**src/rtl/fetch_queue_pkg.sv**
```systemverilog
// Shared types and constants for the instruction fetch path.
package fetch_queue_pkg;

    localparam int              XLEN         = 32;
    localparam logic [XLEN-1:0] INST_NOP     = 32'h0000_0013;
    localparam logic [XLEN-1:0] RESET_PC_DEF = 32'h0000_0000;

    typedef struct packed {
        logic [XLEN-1:0] pc;
        logic [XLEN-1:0] inst;
    } fetch_entry_t;

endpackage

```
**src/rtl/sync_fifo.sv**
```systemverilog
// Register-based FIFO with occupancy count and a synchronous flush.
module sync_fifo #(
    parameter int WIDTH = 64,
    parameter int DEPTH = 4
) (
    input  logic                     clk,
    input  logic                     rst,
    input  logic                     push,
    input  logic [WIDTH-1:0]         din,
    input  logic                     pop,
    input  logic                     flush,
    output logic [WIDTH-1:0]         dout,
    output logic                     full,
    output logic                     empty,
    output logic [$clog2(DEPTH):0]   count
);

    localparam int AW = $clog2(DEPTH);

    logic [WIDTH-1:0] mem [DEPTH];
    logic [AW-1:0]    wptr, rptr;
    logic [AW:0]      cnt;
    logic             do_push, do_pop;

    assign empty   = (cnt == '0);
    assign full    = (cnt == (AW+1)'(DEPTH));
    assign count   = cnt;
    assign dout    = mem[rptr];
    assign do_pop  = pop && !empty;
    // A push into a full FIFO is only accepted when a pop frees the slot.
    assign do_push = push && (!full || do_pop);

    always_ff @(posedge clk or negedge rst) begin
        if (!rst) begin
            wptr <= '0;
            rptr <= '0;
            cnt  <= '0;
            for (int i = 0; i < DEPTH; i++) mem[i] <= '0;
        end else if (flush) begin
            wptr <= '0;
            rptr <= '0;
            cnt  <= '0;
        end else begin
            if (do_push) begin
                mem[wptr] <= din;
                wptr      <= wptr + 1'b1;
            end
            if (do_pop) rptr <= rptr + 1'b1;
            cnt <= cnt + (AW+1)'(do_push) - (AW+1)'(do_pop);
        end
    end

endmodule

```
**src/rtl/fetch_queue.sv**
```systemverilog
// Instruction prefetch: sequential fetch with credit limits, in-order pc tags,
// decode-side FIFO, and redirect flush that kills in-flight responses.
module fetch_queue
    import fetch_queue_pkg::*;
#(
    parameter int              DEPTH    = 4,
    parameter int              MAX_OUT  = 2,
    parameter logic [XLEN-1:0] RESET_PC = RESET_PC_DEF
) (
    input  logic            clk,
    input  logic            rst,
    output logic            imem_req,
    output logic [XLEN-1:0] imem_addr,
    input  logic            imem_rvalid,
    input  logic [XLEN-1:0] imem_rdata,
    input  logic            redirect_valid,
    input  logic [XLEN-1:0] redirect_pc,
    output logic            out_valid,
    input  logic            out_ready,
    output logic [XLEN-1:0] out_pc,
    output logic [XLEN-1:0] out_inst
);

    localparam int CW = $clog2(DEPTH) + 2;
    localparam int TW = (MAX_OUT > 1) ? $clog2(MAX_OUT) : 1;

    logic [XLEN-1:0]       fetch_pc;
    logic [CW-1:0]         live_cnt, kill_cnt, kill_sum, kill_redir;
    logic [$clog2(DEPTH):0] fifo_cnt;
    logic                  fifo_empty, fifo_full_unused;
    logic [1:0]            redir_lsb_unused;
    logic                  rsp_kill, rsp_live, fifo_push, fifo_pop;
    logic [XLEN-1:0]       tag_q [MAX_OUT];
    logic [TW-1:0]         tag_wp, tag_rp;
    fetch_entry_t          push_ent, head, hold_q;

    function automatic logic [TW-1:0] tag_inc(input logic [TW-1:0] p);
        return (p == TW'(MAX_OUT - 1)) ? '0 : p + 1'b1;
    endfunction

    assign redir_lsb_unused = redirect_pc[1:0];
    assign imem_addr        = fetch_pc;
    // Gated by reset so no request is seen while the block is held in reset.
    assign imem_req = rst && !redirect_valid
                   && ((CW'(fifo_cnt) + live_cnt) < CW'(DEPTH))
                   && ((live_cnt + kill_cnt) < CW'(MAX_OUT));

    assign rsp_kill  = imem_rvalid && (kill_cnt != '0);
    assign rsp_live  = imem_rvalid && (kill_cnt == '0) && (live_cnt != '0);
    assign fifo_push = rsp_live && !redirect_valid;
    assign fifo_pop  = out_valid && out_ready;
    assign push_ent  = '{pc: tag_q[tag_rp], inst: imem_rdata};

    always_comb begin
        kill_sum   = kill_cnt + live_cnt;
        kill_redir = kill_sum;
        if (imem_rvalid && (kill_sum != '0)) kill_redir = kill_sum - 1'b1;
    end

    always_ff @(posedge clk or negedge rst) begin
        if (!rst) begin
            fetch_pc <= RESET_PC;
            live_cnt <= '0;
            kill_cnt <= '0;
            tag_wp   <= '0;
            tag_rp   <= '0;
        end else if (redirect_valid) begin
            fetch_pc <= {redirect_pc[XLEN-1:2], 2'b00};
            live_cnt <= '0;
            kill_cnt <= kill_redir;
            tag_wp   <= '0;
            tag_rp   <= '0;
        end else begin
            if (imem_req) begin
                fetch_pc <= fetch_pc + 32'd4;
                tag_wp   <= tag_inc(tag_wp);
            end
            if (rsp_live) tag_rp <= tag_inc(tag_rp);
            live_cnt <= live_cnt + CW'(imem_req) - CW'(rsp_live);
            kill_cnt <= kill_cnt - CW'(rsp_kill);
        end
    end

    always_ff @(posedge clk) begin
        if (imem_req) tag_q[tag_wp] <= fetch_pc;
    end

    sync_fifo #(
        .WIDTH ($bits(fetch_entry_t)),
        .DEPTH (DEPTH)
    ) u_fifo (
        .clk   (clk),
        .rst   (rst),
        .push  (fifo_push),
        .din   (push_ent),
        .pop   (fifo_pop),
        .flush (redirect_valid),
        .dout  (head),
        .full  (fifo_full_unused),
        .empty (fifo_empty),
        .count (fifo_cnt)
    );

    // Remembers the last visible head so outputs hold while the FIFO is empty.
    always_ff @(posedge clk or negedge rst) begin
        if (!rst)           hold_q <= '0;
        else if (out_valid) hold_q <= head;
    end

    assign out_valid = !fifo_empty;
    assign out_pc    = out_valid ? head.pc   : hold_q.pc;
    assign out_inst  = out_valid ? head.inst : hold_q.inst;

endmodule

```
**config.mk**
```make
export PLATFORM = sky130hd
export DESIGN_NAME = fetch_queue
export DESIGN_NICKNAME = d
export VERILOG_FILES = /design/src/rtl/fetch_queue_pkg.sv /design/src/rtl/sync_fifo.sv /design/src/rtl/fetch_queue.sv
export SDC_FILE = /design/constraint.sdc
export NUM_CORES = 1
export LEC_CHECK = 0
export CORE_UTILIZATION = 35
export CTS_CLUSTER_DIAMETER = 80
export DETAILED_ROUTE_END_ITERATION = 6
export PLACE_DENSITY = 0.56
export SLEW_MARGIN = 20
export SYNTH_ARGS = -nofsm -noshare
export SYNTH_HDL_FRONTEND = slang
export SYNTH_SLANG_ARGS = --single-unit
```
**constraint.sdc**
```tcl
create_clock -name clk -period 14 [get_ports clk]
set_clock_uncertainty 0.2 [all_clocks]
set_input_delay 2.8 -clock clk [delete_from_list [all_inputs] [get_ports clk]]
set_output_delay 2.8 -clock clk [all_outputs]
set_load 0.005 [all_outputs]
```
# After elaboration in Yosys (flattened, before gate mapping)
# Memory sizes are Yosys's and may differ from the RTL's.
# Index checks and enable logic that the tools add are counted.
[op_classes]
addsub = 13
order_cmp = 5
n_eq_ne = 1
n_mux = 26
bitwise_logic = 3
reduce_logical = 26
[op_table]
columns = ["op", "n"]
rows = [
  ["bitwise mux 256 bit", 1],
  ["2-to-1 mux 64 bit", 3],
  ["binary-select mux 64 bit (select 2 bit)", 1],
  ["demux 64 bit (select 2 bit)", 1],
  ["2-to-1 mux 32 bit", 4],
  ["adder 32 x 3 -> 32 bit (second input constant)", 1],
  ["logical AND 1 bit", 12],
  ["2-to-1 mux 4 bit", 3],
  ["nonzero test 4 bit", 3],
  ["2-to-1 mux 1 bit", 8],
  ["2-to-1 mux 2 bit", 4],
  ["nonzero test 2 bit", 4],
  ["subtractor 4 x 1 -> 4 bit", 2],
  ["greater-or-equal comparator 3 bit (second input constant)", 2],
  ["NOT 2 -> 3 bit", 2],
  ["adder 2 x 1 -> 2 bit (second input constant)", 2],
  ["adder 3 x 4 -> 4 bit", 1],
  ["adder 4 x 1 -> 4 bit", 1],
  ["adder 4 bit", 1],
  ["zero test 4 bit", 1],
  ["< comparator 4 x 2 -> 1 bit (second input constant)", 1],
  ["< comparator 4 x 3 -> 1 bit (second input constant)", 1],
  ["subtractor 4 x 1 -> 4 bit (second input constant)", 1],
  ["adder 3 x 1 -> 3 bit", 1],
  ["10 further kinds", 13],
]
[totals]
ff_bits = 369
mem_bits_rw = 64
input_bits = 69
out_inout_bits = 98
word_cells = 89
n_memories = 1
[memory_table]
columns = ["memory", "words", "word_bits", "rd", "rd_clocked_by_memory_dff", "wr", "line_no", "source"]
rows = [
  ["tag_q", 2, 32, 1, 0, 1, "fetch_queue.sv:33", "logic [XLEN-1:0] tag_q [MAX_OUT];"],
]

# Logic depth before layout (Yosys ltp)
[depth]
word_depth = 9
mapped_depth = 15
depth_no_buf = 13

# Cells and area by module
# A second synthesis with hierarchy kept.
[unflattened]
hier_cells = 1174
hier_area_um2 = 19398.6
[modules_own_cells]
columns = ["mod", "n_inst", "cells_each", "area_per_inst_um2", "seq_area_each_um2"]
rows = [
  ["sync_fifo", 1, 665, 12221.7, 6581.3],
  ["fetch_queue", 1, 509, 7176.9, 4404.2],
]

# Least setup slack after synthesis
# Ideal clock, no wire load.
[synth_path]
path_kind = "in2out"
startpoint = "input rst"
endpoint = "output imem_req"
t_arrival_ns = 3.772
t_required_ns = 11.000
path_slack_ns = 7.228
cell_stages = 6
path_buffers = 2
cell_sequence = "and3_1 > buf_2 > nand2_2 > buf_2 > a21o_1 > nor2_1"
[synth_via]
elab_chain_len = 3
[synth_lines]
columns = ["item", "line_no", "source"]
rows = [
  ["from (decl)", "fetch_queue.sv:11", "input logic rst,"],
  ["logical AND 1 bit", "fetch_queue.sv:44", "assign imem_req = rst && !redirect_valid"],
  ["logical AND 1 bit", "fetch_queue.sv:45", "&& ((CW'(fifo_cnt) + live_cnt) < CW'(DEPTH))"],
  ["logical AND 1 bit", "fetch_queue.sv:46", "&& ((live_cnt + kill_cnt) < CW'(MAX_OUT));"],
  ["to (decl)", "fetch_queue.sv:12", "output logic imem_req,"],
]
# No other way between the ends.

# Worst setup path in the final report
# Same ends and word-level chain as after synthesis.

==> impl_metrics.toml <==
[outcome]
status = "complete, no violations"

[yosys]
ys_ff_latch = 417
netlist_area_um2 = 18100
synthAdderAreaFrac = 0.0179
synthMuxAreaShare = 0.221
yosys.area_share.simple = 0.0557
synthDistinctLibCells = 54
synth_top_family_by_area = "multiplexers"
syn_avg_cell_area_um2 = 13.8
synth_compound_area_frac = 0.0654
synth-xor-area-share = 0.0197
synthArstFlopShare = 0.856
synth_edf_count = 60
synth_flop_cell = "dfrtp_1"
yosysWarnings = 0
ys_seq_area_frac = 0.594
postSynthCellCount = 1305

[route]
wl_per_cell_um = 18.6
final_antenna_net_count = 0
drt-vias-per-instance = 4.98
drc_errors = 0
vias = 10800
drt_pass1_iterations = 4
drt-initial-drc-count = 426
wl_um = 40300

[die]
core-area_um2 = 50600
die_h_um = 229
row_count = 82
num_io_pins = 167
initial_core_util = 0.357
dieArea_um2 = 52500
die_w_um = 229

[timing]
totalNegativeSetupSlack_ps = 0
rsz0062_at_grt = "no"
period_share = 0.564
relSlewSlack = 0.387
period_needed_ps = 7890
slew_violations = 0
fmax_mhz = 127
worst_slew_pin_slew_ps = 920
hold_violations = 0
setup_viol = 0
holdWs_ps = 272

[clock_tree]
cts_setup_buffers = 0
clkTransAtPathRegs_ps = 60
post_cts_resized = 0
root_buffer = "clkbuf_16"
clk_latency_ps = 580
hold_buffers = 0
cts.path.max_buffers = 3
numCtsBuffers = 47
numClockSinks = 417
htree_levels = 2
cts_tree = "yes"

[critical_path]
critPathArrivalTime_ps = 4890
critPathMaxFanout = 41
critical_path.startpoint_type = "input port"
cp.required_ps = 11000
crit_type = "in -> out"
end_kind = "output port"

[global_route]
grt_pass1_vias = 11400
antenna_found_initial = 0
grt_max_degree = 71
globalRouteOverflowTotal = 0
grt_pass1_wl_um = 65400
track_usage = 0.158

[placed_design]
portBuffers = 160
gp_congestion = 0.778
dp_hpwl_um = 24700

[power_and_ir_drop]
peakVddDrop_v = 0.000102
p_leak_nw = 9.48
p_per_area_nw_per_um2 = 163

[layout]
post-route-util = 0.433
nNetsFinal = 1544
area_growth_syn_to_layout_pct = 21.2
fill_cells = 4610
drive_above_1_share = 0.255
antenna_cells = 0
multi_input_comb_area_um2 = 6920
seq_area_um2 = 10700

[run]
drv_cap = 0

[worst_hold_path]
hold_class = "reg -> reg"
==> synthesized netlist by cell type, drive strengths merged, types with 2 or more instances <==
| master | n | area, um2 |
|---|---|---|
| dfrtp | 357 | 8930 |
| mux2 | 199 | 2240 |
| nand2 | 156 | 588 |
| o21ai | 139 | 696 |
| mux4 | 62 | 1400 |
| edfxtp | 60 | 1800 |
| clkbuf | 53 | 199 |
| mux2i | 36 | 360 |
| buf | 31 | 169 |
| xnor2 | 30 | 263 |
| inv | 25 | 93.8 |
| nor2 | 23 | 86.3 |
| ha | 21 | 263 |
| a2111oi | 18 | 295 |
| nand3 | 14 | 70.1 |
| a21oi | 11 | 55.1 |
| nand4 | 11 | 68.8 |
| and3 | 8 | 50.1 |
| xor2 | 8 | 70.1 |
| a211oi | 4 | 30.0 |
| a31o | 4 | 35.0 |
| and2 | 3 | 18.8 |
| fa | 3 | 60.1 |
| nor2b | 3 | 18.8 |
| a21o | 2 | 15.0 |
| a31oi | 2 | 12.5 |
| and4 | 2 | 17.5 |
| nor3b | 2 | 20.0 |
| nor4 | 2 | 12.5 |
| or3 | 2 | 12.5 |
==> path summary, 6_finish.rpt <==
check	slack [ps]	start	end	cells after the start
setup / recovery	6110	rst	imem_req	6
hold / removal	270	u_fifo.mem[110]	u_fifo.mem[110]	2
setup reg to reg	9890	live_cnt[0]	tag_q[1][20]	8
hold reg to reg	270	u_fifo.mem[110]	u_fifo.mem[110]	2
max in group asynchronous	8950	rst	imem_addr[6]	4
min in group asynchronous	1910	rst	u_fifo.mem[66]	1
==> layout make-up <==
class,instances,area share
clock buffer,75,0.0654
multi-input combinational,781,0.316
tap,672,0.0384
inverter,26,0.00446
sequential,417,0.491
clock inverter,12,0.00560
timing repair buffer,178,0.0793
==> critical path: stages <==
cell and delay, ps:
buf_8 270, and3_1 420, nand2_2 370, a21o_1 320
nor2_1 150, clkdlybuf4s50_1 530
==> cells in the final DEF, fill, tap and decap left out, types with 3 or more instances in the layout <==
master	count
dfrtp_1	355
mux2_2	199
clkdlybuf4s50_1	158
nand2_1	151
o21ai_0	134
mux4_2	62
edfxtp_1	60
clkbuf_16	48
mux2i_1	36
xnor2_1	30
inv_1	24
nor2_1	23
ha_1	21
buf_4	18
nand3_1	14
clkbuf_1	14
clkbuf_8	13
a21oi_1	11
nand4_1	11
a2111oi_2	10
xor2_1	8
and3_1	7
o21ai_1	5
clkinv_1	4
nand2_4	4
a2111oi_4	4
a211oi_1	4
a2111oi_0	4
conb_1	4
clkinv_2	4
nor2b_1	3
and2_1	3
a31o_2	3
fa_1	3
==> sequential cells by signal (all words and copies together), names as in the netlist <==
| signal | cells |
|---|---|
| hold_q | 62 |
| imem_addr | 30 |
| kill_cnt | 4 |
| live_cnt | 4 |
| tag_q | 60 |
| tag_rp | 1 |
| tag_wp | 1 |
| u_fifo.count | 3 |
| u_fifo.mem | 248 |
| u_fifo.rptr | 2 |
| u_fifo.wptr | 2 |
==> per-stage QoR <==
stage | instance area, um2 | total power, mW | std cells | setup slack, ps
after floorplan | 18100 | 2.00 | 1308 | 7230
after global placement | 20300 | 2.37 | 2074 | 6100
after detailed placement | 20300 | 2.39 | 2074 | 6100
after CTS | 21900 | 3.64 | 2161 | 6080
after global routing | 21900 | 3.77 | 2161 | 5920
final | 21900 | 3.57 | 2161 | 6110
==> power breakdown <==
group | switching (mW) | internal (mW) | leakage (nW)
sequential | 0.114 | 1.40 | 5.43
clock | 0.486 | 0.736 | 0.766
combinational | 0.376 | 0.457 | 3.28
total | 0.975 | 2.59 | 9.48
==> kinds of logic (layout without fill, tap and decap cells) <==
logic type	count (synthesis)	in the layout
buf+inv	110	291
compound gates	185	185
xor+xnor	39	39
fa+ha+maj	24	24
mux	297	297
other cells	1	4
simple gates	232	232
flops	417	417
==> per-layer routing <==
metal	global-route usage	vias up	wire length, um
li1	-	5006	-
met1	0.223	5493	19500
met2	0.247	216	18200
met3	0.0296	53	1760
met4	0.0483	0	876
met5	0	-	0
(Power assumes the default switching activity.)
==> variant, RTL diff (config.mk and constraints unchanged) <==
`MAX_OUT`: 2 -> 1.
--- a/src/rtl/fetch_queue.sv
+++ b/src/rtl/fetch_queue.sv
@@ -5,5 +5,5 @@
 #(
     parameter int              DEPTH    = 4,
-    parameter int              MAX_OUT  = 2,
+    parameter int              MAX_OUT  = 1,
     parameter logic [XLEN-1:0] RESET_PC = RESET_PC_DEF
 ) (
Behaviour: not the same (a bounded check fails within 4 cycles, from zero or initial values and one cycle with rst low).
==> variant against the original RTL <==
Worst setup slack lost 230 ps; sequential cell count fell by 32; synthesized cell count fell by 16%; cell area decreased by 4.8%; routed wire length is 3.0% lower; largest cell class unchanged; area after synthesis fell by 5.2%; worst hold slack improved by 20 ps; critical path depth grew 1; largest power group unchanged; total power down 16%; first-iteration DRC count is 17% higher; global-route usage rose by 0.50 points.
==> variant: results (changes against the original RTL) <==
==============================================================================
First DRT Iteration DRCs                                                   500   was 426
HPWL reported at the end of detailed placement                        23410 um   was 24730 um
Global-route total usage across every layer                             0.1629   was 0.1580
Max IR drop VDD                                                   0.00008830 V   was 0.0001017 V
Seq/Total Area, Yosys                                                   0.5711   was 0.5941
Pleak                                                              0.009356 uW   was 0.009484 uW
Via count of the first global-routing pass                               10530   was 11380
Critical path data arrival time                                        5120 ps   was 4890 ps
Proportion of layout cells with a drive suffix above 1                  0.3913   was 0.2552
Fraction of registers with async set or reset after synthesis           0.9221   was 0.8561
Worst setup slack after placement                                      5790 ps   was 6096 ps
Number of vias per cell                                                  5.058   was 4.983
Count of mapped cells out of synthesis                                    1099   was 1305
Count of buffers from port buffering                                       160   unchanged
Filler cell count                                                         4343   was 4610
Highest net fanout along the worst path                                     66   was 41
Wire length of the first global-routing pass                          62760 um   was 65430 um
Relative slew margins                                                   0.3169   was 0.3867
Count of H-tree levels built during CTS                                      2   unchanged
Synth top area cells                                              sky130_fd_sc_hd__dfrtp_1 (52%), sky130_fd_sc_hd__mux2_2 (21%), sky130_fd_sc_hd__mux4_2 (8.2%)   was sky130_fd_sc_hd__dfrtp_1 (49%), sky130_fd_sc_hd__mux2_2 (12%), sky130_fd_sc_hd__edfxtp_1 (10%)
Last weighted congestion value of the routability-driven placer         0.7402   was 0.7777
Hold path startpoint                                              hold_q[36]$_DFFE_PN0N_   was u_fifo.mem[110]$_DFFE_PN0P_
Largest net degree at the start of global routing                          165   was 71
DP Cell Count                                                             1825   was 2074
Commonest cells post-synth                                        sky130_fd_sc_hd__dfrtp_1 (355), sky130_fd_sc_hd__mux2_2 (323), sky130_fd_sc_hd__mux4_2 (62), sky130_fd_sc_hd__nand2_1 (34), sky130_fd_sc_hd__edfxtp_1 (30)   was sky130_fd_sc_hd__dfrtp_1 (357), sky130_fd_sc_hd__mux2_2 (199), sky130_fd_sc_hd__nand2_1 (155), sky130_fd_sc_hd__o21ai_0 (134), sky130_fd_sc_hd__mux4_2 (62)
Clk_lat worst skew                                                      560 ps   was 580 ps
Vias                                                                      9651   was 10770
Num CTS Buffers                                                             45   was 47
Max Buffers Root-to-Sink                                                     3   unchanged
Top flop regs                                                     u_fifo.mem x248, hold_q x62   was u_fifo.mem x248, hold_q x62, tag_q x60
Net count, final                                                          1350   was 1544
RR Startpoint                                                     live_cnt[0]$_DFF_PN0_   unchanged
Outcome                                                           complete, no violations   unchanged
Overall routed net length                                             39080 um   was 40290 um
==============================================================================
-- variant: cell types whose count changed after synthesis, sizes merged, moves of 8 or more --
cell / unedited run / this run
nand2: 156 / 34
mux2i: 36 / 4
buf: 31 / 48
edfxtp: 60 / 30
clkbuf: 53 / 20
o21ai: 139 / 14
mux2: 199 / 324
xor2: 8 / 16
-- variant: final timing paths --
check,cells after the start,slack (ps),end
worst max-delay path,7,5880,imem_req
worst max register to register,13,9660,live_cnt[1]$_DFF_PN0_
worst min register to register,1,290,hold_q[36]$_DFFE_PN0N_
max in group asynchronous,3,9330,hold_q[31]$_DFFE_PN0N_
worst min-delay path,1,290,hold_q[36]$_DFFE_PN0N_
min in group asynchronous,1,1990,hold_q[51]$_DFFE_PN0N_
-- variant: through the flow --
step / instance area [um^2] / util
after CTS: 20830 / 0.4335
after floorplan: 17140 / -
after detailed placement: 19320 / 0.4021
final: 20830 / 0.4336
after global routing: 20830 / 0.4336
after global placement: 19320 / 0.4021
-- variant: power by group --
group          internal, uW  switching, uW
clock                   709            464
combinational           272            270
sequential             1190           78.9
total                  2170            813
-- variant: worst max-delay path, cell delays in order --
cell	delay, ps
sky130_fd_sc_hd__buf_8	400
sky130_fd_sc_hd__and3_1	360
sky130_fd_sc_hd__nand2_1	70
sky130_fd_sc_hd__buf_4	280
sky130_fd_sc_hd__a21oi_1	430
sky130_fd_sc_hd__and2_1	220
sky130_fd_sc_hd__clkdlybuf4s50_1	520
-- variant: layout make-up --
class	instances	area, um^2	area share
Sequential cell	385	9789	0.4699
Clock buffer	67	1360	0.06529
Inverter	25	93.84	0.004505
Timing Repair Buffer	176	1738	0.08343
Clock inverter	16	150.1	0.007208
Tap cell	615	769.5	0.03694
Multi-Input combinational cell	624	6930	0.3327
-- variant: per-layer routing --
| metal | part of all wire | vias to the layer above | track usage | routed length (um) |
|---|---|---|---|---|
| li1 | - | 4337 | - | - |
| met1 | 0.45 | 5069 | 0.2230 | 17780 |
| met2 | 0.48 | 184 | 0.2636 | 18900 |
| met3 | 0.037 | 61 | 0.02621 | 1456 |
| met4 | 0.024 | 0 | 0.05406 | 945 |
| met5 | 0 | - | 0 | 0 |
-- variant: cells by family after synthesis --
| logic type | share of synthesized area |
|---|---|
| AND/OR/NAND/NOR | 0.03045 |
| XOR/XNOR | 0.02125 |
| other | 0.0002189 |
| multiplexers | 0.2970 |
| buffers and inverters | 0.02593 |
| AO/OA/AOI/OAI | 0.03520 |
| adder cells (fa/ha/maj) | 0.01884 |
| flip-flops | 0.5711 |
